## src/rtl/seq_shifter.sv

```systemverilog
// Iterative shifter: ROR/SLL/SRA/SRL computed one bit per cycle, with optional
// two-steps-per-cycle mode when SEQ_SHIFTER_DUAL_STEP_EN is defined.
module seq_shifter #(
  parameter int WIDTH = 16,
  parameter int CNT_W = 4
) (
  input  logic             clk,
  input  logic             rst,
  input  logic             flush,
  input  logic             in_valid,
  output logic             in_ready,
  input  logic [WIDTH-1:0] In,
  input  logic [CNT_W-1:0] Cnt,
  input  logic [1:0]       Op,
  output logic             out_valid,
  input  logic             out_ready,
  output logic [WIDTH-1:0] Out
);

  // Handshake: a transfer happens on a rising edge where valid and ready are
  // both high; in_ready is high only in IDLE, out_valid only in DONE, so the
  // block holds exactly one op and never accepts and delivers in one cycle.
  typedef enum logic [1:0] {IDLE, SHIFT, DONE} state_t;

  state_t           state_q, state_d;
  logic [WIDTH-1:0] data_q, data_d;
  logic [CNT_W-1:0] remain_q, remain_d;
  logic [1:0]       op_q, op_d;

  function automatic logic [WIDTH-1:0] step(input logic [WIDTH-1:0] d,
                                            input logic [1:0] op);
    case (op)
      2'b00:   step = {d[0], d[WIDTH-1:1]};
      2'b01:   step = {d[WIDTH-2:0], 1'b0};
      2'b10:   step = {d[WIDTH-1], d[WIDTH-1:1]};
      default: step = {1'b0, d[WIDTH-1:1]};
    endcase
  endfunction

  assign in_ready  = (state_q == IDLE);
  assign out_valid = (state_q == DONE);
  assign Out       = data_q;

  always_comb begin
    state_d  = state_q;
    data_d   = data_q;
    remain_d = remain_q;
    op_d     = op_q;
    if (flush) begin
      state_d  = IDLE;
      remain_d = '0;
    end else begin
      case (state_q)
        IDLE: begin
          if (in_valid) begin
            data_d   = In;
            remain_d = Cnt;
            op_d     = Op;
            state_d  = (Cnt != '0) ? SHIFT : DONE;
          end
        end
        SHIFT: begin
`ifdef SEQ_SHIFTER_DUAL_STEP_EN
          if (remain_q >= CNT_W'(2)) begin
            data_d   = step(step(data_q, op_q), op_q);
            remain_d = remain_q - CNT_W'(2);
          end else begin
            data_d   = step(data_q, op_q);
            remain_d = remain_q - CNT_W'(1);
          end
`else
          data_d   = step(data_q, op_q);
          remain_d = remain_q - CNT_W'(1);
`endif
          if (remain_d == '0) state_d = DONE;
        end
        DONE: begin
          if (out_ready) state_d = IDLE;
        end
        default: state_d = IDLE;
      endcase
    end
  end

  always_ff @(posedge clk) begin
    if (rst) begin
      state_q  <= IDLE;
      data_q   <= '0;
      remain_q <= '0;
      op_q     <= '0;
    end else begin
      state_q  <= state_d;
      data_q   <= data_d;
      remain_q <= remain_d;
      op_q     <= op_d;
    end
  end

endmodule
```

## config.mk

```make
export PLATFORM = sky130hd
export DESIGN_NAME = seq_shifter
export DESIGN_NICKNAME = d
export VERILOG_FILES = /design/src/rtl/seq_shifter.sv
export SDC_FILE = /design/constraint.sdc
export NUM_CORES = 1
export LEC_CHECK = 0
export CORE_MARGIN = 1.5
export CORE_UTILIZATION = 40
export CTS_CLUSTER_DIAMETER = 120
export DETAILED_ROUTE_END_ITERATION = 8
export MAX_ROUTING_LAYER = met4
export PLACE_DENSITY = 0.67
export SYNTH_ARGS = -nofsm -noshare
export SYNTH_HDL_FRONTEND = slang
export SYNTH_SLANG_ARGS = --single-unit
```

## constraint.sdc

```tcl
create_clock -name clk -period 2.3 [get_ports clk]
set_clock_uncertainty 0.05 [all_clocks]
set_input_delay 0.23 -clock clk [delete_from_list [all_inputs] [get_ports clk]]
set_output_delay 0.23 -clock clk [all_outputs]
set_load 0.005 [all_outputs]
```

==> metrics.txt, run 1 <==
# TYPE chip_impl_metric gauge
chip_impl_metric{name="numClockSinks",unit=""} 24
chip_impl_metric{name="core-area",unit="um^2"} 3363
chip_impl_metric{name="ys_async_sr_fraction",unit="%"} 0
chip_impl_metric{name="grt_antenna_before_repair",unit=""} 0
chip_impl_metric{name="total_power",unit="W"} 0.0009956
chip_impl_metric{name="syn-mean-instance-area",unit="um^2"} 8.996
chip_impl_info{name="most-common-layout-cells",value="clkdlybuf4s50_1, dfxtp_1, nand2_1, mux2i_1, o21ai_0"} 1
chip_impl_metric{name="fp.dieH",unit="um"} 62.61
chip_impl_metric{name="count_of_flip_flops_with_a_built_in_enable_after_synthesis",unit=""} 0
chip_impl_metric{name="worst_slew_margin_relative_to_its_limit",unit="%"} 62.19
chip_impl_metric{name="holdPathStages",unit=""} 3
chip_impl_metric{name="clock.fmax",unit="MHz"} 525.5
chip_impl_metric{name="final.min_clock_period",unit="ns"} 1.903
chip_impl_metric{name="layout.filler_cells",unit=""} 346
chip_impl_metric{name="syn_area",unit="um^2"} 1421
chip_impl_metric{name="synth_cell_type_count",unit=""} 40
chip_impl_metric{name="crit_path_max_incr_delay",unit="ns"} 0.57
chip_impl_info{name="synth.largest_area_cell",value="dfxtp_1"} 1
chip_impl_metric{name="synthCells",unit=""} 158
chip_impl_info{name="critical-path-slowest-cell",value="dfxtp_1"} 1
chip_impl_metric{name="synth_fp_nets",unit=""} 187
chip_impl_metric{name="pin_slew_with_the_least_headroom_to_its_limit",unit="ns"} 0.5653
chip_impl_info{name="synth-main-ff-cell",value="dfxtp_1"} 1
chip_impl_info{name="result_of_the_run",value="complete, no violations"} 1
chip_impl_info{name="critical_path_type",value="reg -> out"} 1
chip_impl_metric{name="clk_pin_slew",unit="ns"} 0.14
chip_impl_metric{name="overflow",unit=""} 0
chip_impl_metric{name="die_x",unit="um"} 62.61
chip_impl_info{name="synthTopCellsByArea",value="dfxtp_1, mux2i_1, a22o_1"} 1
chip_impl_metric{name="ctsResizeCount",unit=""} 0
chip_impl_metric{name="placed_cell_area",unit="um^2"} 1854
chip_impl_metric{name="grt_pass1_vias",unit=""} 1195
chip_impl_metric{name="numPortBuffers",unit=""} 44
chip_impl_info{name="cts_tree",value="done"} 1
chip_impl_metric{name="antenna_left",unit=""} 0
chip_impl_info{name="top_usage_layer",value="met2"} 1
chip_impl_metric{name="seqCellArea",unit="um^2"} 480.5
chip_impl_info{name="hold_path_startpoint",value="In[0]"} 1
chip_impl_metric{name="ctsLongestPathBuffers",unit=""} 2
chip_impl_metric{name="reg2regPathDepth",unit=""} 6
chip_impl_metric{name="grt_max_degree",unit=""} 37
chip_impl_info{name="hold_end",value="Out[0]"} 1
chip_impl_metric{name="grt_pass1_wl",unit="um"} 5733
chip_impl_metric{name="finalHoldViolations",unit=""} 0
chip_impl_metric{name="worst_ep_required_time",unit="ns"} 2.02
chip_impl_metric{name="htree_num_levels",unit=""} 1
chip_impl_metric{name="finalWirelength",unit="um"} 3409
chip_impl_info{name="r2r_path_end",value="state_q[1]"} 1
chip_impl_metric{name="antenna_diodes",unit=""} 0
chip_impl_info{name="critical_path.endpoint_type",value="output pin"} 1
chip_impl_metric{name="synthToLayoutAreaGrowth",unit="%"} 34.16
chip_impl_metric{name="max_cap_violations",unit=""} 0
chip_impl_metric{name="routedWlPerCell",unit="um"} 14.03
chip_impl_metric{name="p_per_area",unit="nW/um^2"} 522.1
chip_impl_metric{name="hold_ws",unit="ns"} 0.4383
chip_impl_metric{name="ys_ff_latch",unit=""} 24
chip_impl_metric{name="share_of_the_yosys_chip_area_belonging_to_registers",unit="%"} 33.80
chip_impl_metric{name="fin_tns_setup",unit="ns"} 0
chip_impl_metric{name="share_of_the_synthesized_area_in_the_top_cell_type",unit="%"} 33.80
chip_impl_metric{name="numCtsBuffers",unit=""} 3
chip_impl_metric{name="drt_first_pass_iters",unit=""} 4
chip_impl_metric{name="vdd_drop_max",unit="mV"} 0.2041
chip_impl_metric{name="initial_core_util",unit="%"} 42.26
chip_impl_metric{name="gr-usage-met1",unit="%"} 22.65
chip_impl_metric{name="drc_errors",unit=""} 0
chip_impl_metric{name="timing.final.crit_share",unit="%"} 82.74
chip_impl_metric{name="clock_latency",unit="ns"} 0.32
chip_impl_metric{name="stdcell_area",unit="um^2"} 1907
chip_impl_metric{name="postCtsSetupBuffers",unit=""} 0
chip_impl_metric{name="setup_violations",unit=""} 0
chip_impl_info{name="ctsRootBufferMaster",value="clkbuf_4"} 1
chip_impl_metric{name="yosysWarningCount",unit=""} 0
chip_impl_metric{name="row_count",unit=""} 21
chip_impl_metric{name="met3_usage",unit="%"} 3.063
chip_impl_metric{name="layout-drive-gt1-share",unit="%"} 8.122
chip_impl_metric{name="postCtsHoldBufs",unit=""} 0
chip_impl_info{name="critical_path.startpoint_type",value="flop"} 1
chip_impl_metric{name="multi_input_gate_area_in_the_final_layout",unit="um^2"} 845.8
chip_impl_metric{name="num_io_pins",unit=""} 45
chip_impl_metric{name="grt_use_met2",unit="%"} 30.78
chip_impl_metric{name="rrSetupSlack",unit="ns"} 0.55
chip_impl_metric{name="critPathArrivalTime",unit="ns"} 1.62
chip_impl_metric{name="die_area",unit="um^2"} 3920
chip_impl_metric{name="via_per_inst",unit=""} 5.267
chip_impl_metric{name="p_leak",unit="nW"} 0.7886
chip_impl_metric{name="slew_violations",unit=""} 0
chip_impl_info{name="holdCritPathClass",value="in -> reg"} 1
chip_impl_metric{name="worstPathMaxFanout",unit=""} 11
chip_impl_info{name="rsz_0062_raised_after_global_routing",value="no"} 1
chip_impl_metric{name="gp_congestion",unit=""} 0.8436
chip_impl_metric{name="grt_usage",unit="%"} 18.27
chip_impl_info{name="crit-reg2reg-launch",value="remain_q[0]"} 1
chip_impl_info{name="most_common_cell_after_layout_fill_and_taps_aside",value="clkdlybuf4s50_1"} 1
chip_impl_metric{name="num-nets-final",unit=""} 227
chip_impl_metric{name="detailroute.via_count",unit=""} 1280
chip_impl_info{name="critical_path.cell_chain",value="nor2b_1 -> clkdlybuf4s50_1"} 1
chip_impl_metric{name="drt_first_iter_violations",unit=""} 76
chip_impl_metric{name="detailedPlacementHpwl",unit="um"} 2578
-- metal layers --
metal | vias to the layer above | share of wire, %
met3 | 2 | 4.2
met4 | 0 | 0.67
met1 | 593 | 46
met5 | - | 0
li1 | 653 | -
met2 | 32 | 49
-- final cells by class --
| type | instances | share of cell area [%] |
|---|---|---|
| tap | 46 | 3.018 |
| multi-input combinational | 119 | 44.36 |
| timing repair buffer | 46 | 23.88 |
| inverter | 4 | 0.7874 |
| clock inverter | 1 | 1.575 |
| clock buffer | 3 | 1.181 |
| sequential | 24 | 25.20 |
-- critical path: cells and delay by family, from the launching register on --
family | cells | cell delay (ns)
flops | 1 | 0.57
buf+inv | 1 | 0.52
simple gates | 1 | 0.22
-- logic make-up (layout without fill, tap and decap cells) --
group	Yosys count	after routing	synth area share [%]
compound gates	50	50	26.85
fa+ha+maj	2	2	1.760
buf+inv	15	54	6.689
flops	24	24	33.80
mux	18	18	12.76
simple gates	49	49	18.13
-- cells in the mapped netlist, drive strengths merged (2+ instances only) --
library cell and n:
inv 4, a21oi 4, ha 2, nand2 18, a22o 14, and2b 2, buf 10, nor2b 2
o211ai 2, mux2i 17, o21ai 19, dfxtp 24, or2 2, a211oi 2, nor2 16, nand2b 2
nor3 2
-- sequential cells by signal, summed over array words and instances, names as in the netlist --
signal    cells
Out          16
remain_q      4
op_q          2
state_q       2
-- power by group --
part | total [W] | switching [W] | internal, W
Sequential | 0.000469 | 0.0000298 | 0.000440
Clock | 0.000305 | 0.000129 | 0.000176
Combinational | 0.000221 | 0.0000935 | 0.000127
-- worst max-delay path by stage --
stage / start / endpoint / depth (start not counted)
4_1_cts: state_q[1] / out_valid / 2
6_report: state_q[1] / out_valid / 2
3_3_place_gp: in_valid / Out[12] / 4
5_1_grt: state_q[1] / out_valid / 2
2_1_floorplan: remain_q[0] / state_q[1] / 6
3_5_place_dp: in_valid / Out[12] / 4
-- stage by stage --
step / instances / setup WS [ns] / util, %
2_1_floorplan: 158 / 0.7341 / -
3_3_place_gp: 239 / 0.5411 / 55.13
3_5_place_dp: 239 / 0.4967 / 55.13
4_1_cts: 243 / 0.3770 / 56.70
5_1_grt: 243 / 0.2730 / 56.70
6_report: 243 / 0.3969 / 56.70
Note: power is estimated with default switching activity, not from simulation.
==> run 2, diff against run 1 <==
- clock period: 2.3 -> 1.8 ns (I/O delays scaled with it)
==> metrics.txt, run 2 (synthesis results as in run 1) <==
# TYPE chip_impl_metric gauge
chip_impl_metric{name="critical_path_buf_inv_count",unit=""} 2
chip_impl_metric{name="synthToLayoutAreaGrowth",unit="%"} 37.41
chip_impl_metric{name="initial_core_util",unit="%"} 42.26
chip_impl_metric{name="critPathArrivalTime",unit="ns"} 1.50
chip_impl_metric{name="grt_max_degree",unit=""} 25
chip_impl_info{name="critical-path-slowest-cell",value="clkdlybuf4s50_1"} 1
chip_impl_metric{name="detailedPlacementHpwl",unit="um"} 2568
chip_impl_metric{name="clk_pin_slew",unit="ns"} 0.13
chip_impl_metric{name="drt_first_pass_iters",unit=""} 4
chip_impl_info{name="result_of_the_run",value="complete, no violations"} 1
chip_impl_metric{name="die_x",unit="um"} 62.61
chip_impl_metric{name="antenna_diodes",unit=""} 0
chip_impl_metric{name="via_per_inst",unit=""} 5.271
chip_impl_metric{name="numPortBuffers",unit=""} 44
chip_impl_metric{name="gp_congestion",unit=""} 0.8391
chip_impl_metric{name="reg2regPathDepth",unit=""} 6
chip_impl_metric{name="vdd_drop_max",unit="mV"} 0.4017
chip_impl_metric{name="layout_cells_excl_fill",unit=""} 247
chip_impl_metric{name="crit_path_max_incr_delay",unit="ns"} 0.52
chip_impl_metric{name="multi_input_gate_area_in_the_final_layout",unit="um^2"} 845.8
chip_impl_info{name="r2r_path_end",value="state_q[1]"} 1
chip_impl_metric{name="htree_num_levels",unit=""} 1
chip_impl_metric{name="seqCellArea",unit="um^2"} 484.2
chip_impl_metric{name="final.min_clock_period",unit="ns"} 1.731
chip_impl_metric{name="numClockSinks",unit=""} 24
chip_impl_metric{name="drt_first_iter_violations",unit=""} 61
chip_impl_metric{name="finalWirelength",unit="um"} 3347
chip_impl_info{name="crit-reg2reg-launch",value="remain_q[0]"} 1
chip_impl_metric{name="rrSetupSlack",unit="ns"} 0.12
chip_impl_info{name="most_common_cell_after_layout_fill_and_taps_aside",value="clkdlybuf4s50_1"} 1
chip_impl_metric{name="grt_pass1_wl",unit="um"} 5568
chip_impl_metric{name="p_comb_share",unit="%"} 22.8
chip_impl_metric{name="pwr-share-seq",unit="%"} 46.8
chip_impl_metric{name="clock.fmax",unit="MHz"} 577.9
chip_impl_info{name="cts_tree",value="done"} 1
chip_impl_metric{name="fp.dieH",unit="um"} 62.61
chip_impl_metric{name="grt_antenna_before_repair",unit=""} 0
chip_impl_info{name="worst_path_dominant_cell_family",value="buffers and inverters"} 1
chip_impl_metric{name="worstPathMaxFanout",unit=""} 6
chip_impl_metric{name="timing.final.crit_share",unit="%"} 96.14
chip_impl_metric{name="stdcell_area",unit="um^2"} 1953
chip_impl_metric{name="worst_ep_required_time",unit="ns"} 1.57
chip_impl_metric{name="routedWlPerCell",unit="um"} 13.55
chip_impl_metric{name="p_leak",unit="nW"} 0.8158
chip_impl_info{name="crit_path_start",value="state_q[1]"} 1
chip_impl_metric{name="p_sw_share",unit="%"} 25.18
chip_impl_metric{name="worst-path-stages",unit=""} 3
chip_impl_metric{name="layout.filler_cells",unit=""} 341
chip_impl_metric{name="layout-drive-gt1-share",unit="%"} 11.44
chip_impl_metric{name="slew_violations",unit=""} 0
chip_impl_metric{name="finalHoldViolations",unit=""} 0
chip_impl_metric{name="placed_cells_incl_taps",unit=""} 243
chip_impl_info{name="ctsRootBufferMaster",value="clkbuf_4"} 1
chip_impl_info{name="holdCritPathClass",value="in -> reg"} 1
chip_impl_info{name="rsz_0062_raised_after_global_routing",value="yes"} 1
chip_impl_metric{name="overflow",unit=""} 0
chip_impl_metric{name="num_io_pins",unit=""} 45
chip_impl_metric{name="net-switching-power",unit="W"} 0.0003223
chip_impl_metric{name="detailroute.via_count",unit=""} 1302
chip_impl_info{name="critical_path_type",value="reg -> out"} 1
chip_impl_metric{name="grt_usage",unit="%"} 18.09
chip_impl_metric{name="pin_slew_with_the_least_headroom_to_its_limit",unit="ns"} 0.5906
chip_impl_metric{name="holdPathStages",unit=""} 3
chip_impl_metric{name="drc_errors",unit=""} 0
chip_impl_metric{name="clock_latency",unit="ns"} 0.32
chip_impl_metric{name="placed_cell_area",unit="um^2"} 1897
chip_impl_metric{name="grt_pass1_vias",unit=""} 1255
chip_impl_metric{name="number_of_flip_flops_in_the_largest_register",unit=""} 16
chip_impl_metric{name="p_per_area",unit="nW/um^2"} 655.4
chip_impl_info{name="critical_path.cell_chain",value="buf_4 -> nor2_1 -> clkdlybuf4s50_1"} 1
chip_impl_metric{name="core-area",unit="um^2"} 3363
chip_impl_metric{name="max_cap_violations",unit=""} 0
chip_impl_info{name="most-common-layout-cells",value="clkdlybuf4s50_1, dfxtp_1, nand2_1, mux2i_1, o21ai_0"} 1
chip_impl_metric{name="numCtsBuffers",unit=""} 3
chip_impl_metric{name="clock_power_share",unit="%"} 30.4
chip_impl_info{name="critical_path.endpoint_type",value="output pin"} 1
chip_impl_metric{name="fin_util",unit="%"} 58.07
chip_impl_info{name="critical_path.endpoint",value="in_ready"} 1
chip_impl_info{name="critical_path.startpoint_type",value="flop"} 1
chip_impl_metric{name="cell_internal_pwr",unit="W"} 0.0009578
chip_impl_metric{name="ctsLongestPathBuffers",unit=""} 2
chip_impl_metric{name="antenna_left",unit=""} 0
chip_impl_metric{name="num-nets-final",unit=""} 231
chip_impl_metric{name="row_count",unit=""} 21
chip_impl_metric{name="worst_slew_margin_relative_to_its_limit",unit="%"} 60.50
chip_impl_metric{name="die_area",unit="um^2"} 3920
chip_impl_metric{name="setup_violations",unit=""} 0
-- run 2: what timing repair did --
action / CTS / global route
resized for setup: 0 / 3
setup buffers: 0 / 0
endpoints found under the hold margin: 0 / 0
hold buffers: 0 / 0
endpoints found under the setup margin: 0 / 4
-- run 2: final cells by class --
| cell class | instances | share of cell area [%] |
|---|---|---|
| Multi-Input combinational cell | 119 | 43.31 |
| Tap cell | 46 | 2.947 |
| Timing Repair Buffer | 50 | 25.50 |
| Sequential cell | 24 | 24.79 |
| Clock inverter | 1 | 1.537 |
| Clock buffer | 3 | 1.153 |
| Inverter | 4 | 0.7687 |
-- run 2: worst min path at each step --
| stage | startpoint | to | slack [ns] |
|---|---|---|---|
| finish | In[0] | Out[0] | 0.40 |
| global route | In[0] | Out[0] | 0.41 |
| CTS | In[0] | Out[0] | 0.39 |
| detailed placement | remain_q[1] | remain_q[1] | 0.48 |
| global placement | Out[15] | Out[15] | 0.46 |
| floorplan | Op[0] | op_q[0] | 0.28 |
-- run 2: worst reg2reg max path, stage by stage (launching register included) --
cell and delay (ns):
dfxtp_2 0.39, inv_1 0.07, ha_1 0.22, or2_0 0.22, o21a_1 0.22, o311ai_4 0.25
o2111a_1 0.22
-- run 2: layer usage --
layer  global-route usage [%]  share of wire (%)  up-vias
met2                    29.84                 48       36
met4                    6.667                1.5        0
li1                         -                  -      659
met1                    22.02                 46      601
met3                    3.423                4.6        6
met5                        -                  0        -
-- run 2: power groups by stage --
stage	clock [W]	sequential, W	combinational [W]
floorplan	0	0.000600	0.000164
global placement	0	0.000609	0.000289
detailed placement	0	0.000610	0.000294
CTS	0.000398	0.000598	0.000296
global route	0.000421	0.000605	0.000321
finish	0.000389	0.000598	0.000292
-- run 2: through the flow --
step           setup TNS, ns  hold WS, ns  total power, W  worst slack, ns
2_1_floorplan              0       0.2772       0.0007634           0.2341
3_3_place_gp               0       0.4600       0.0008988          0.07381
3_5_place_dp               0       0.4774       0.0009046          0.04556
4_1_cts                    0       0.3932        0.001292          0.02201
5_1_grt             -0.01051       0.4122        0.001347         -0.01051
6_report                   0       0.3956        0.001280          0.06945
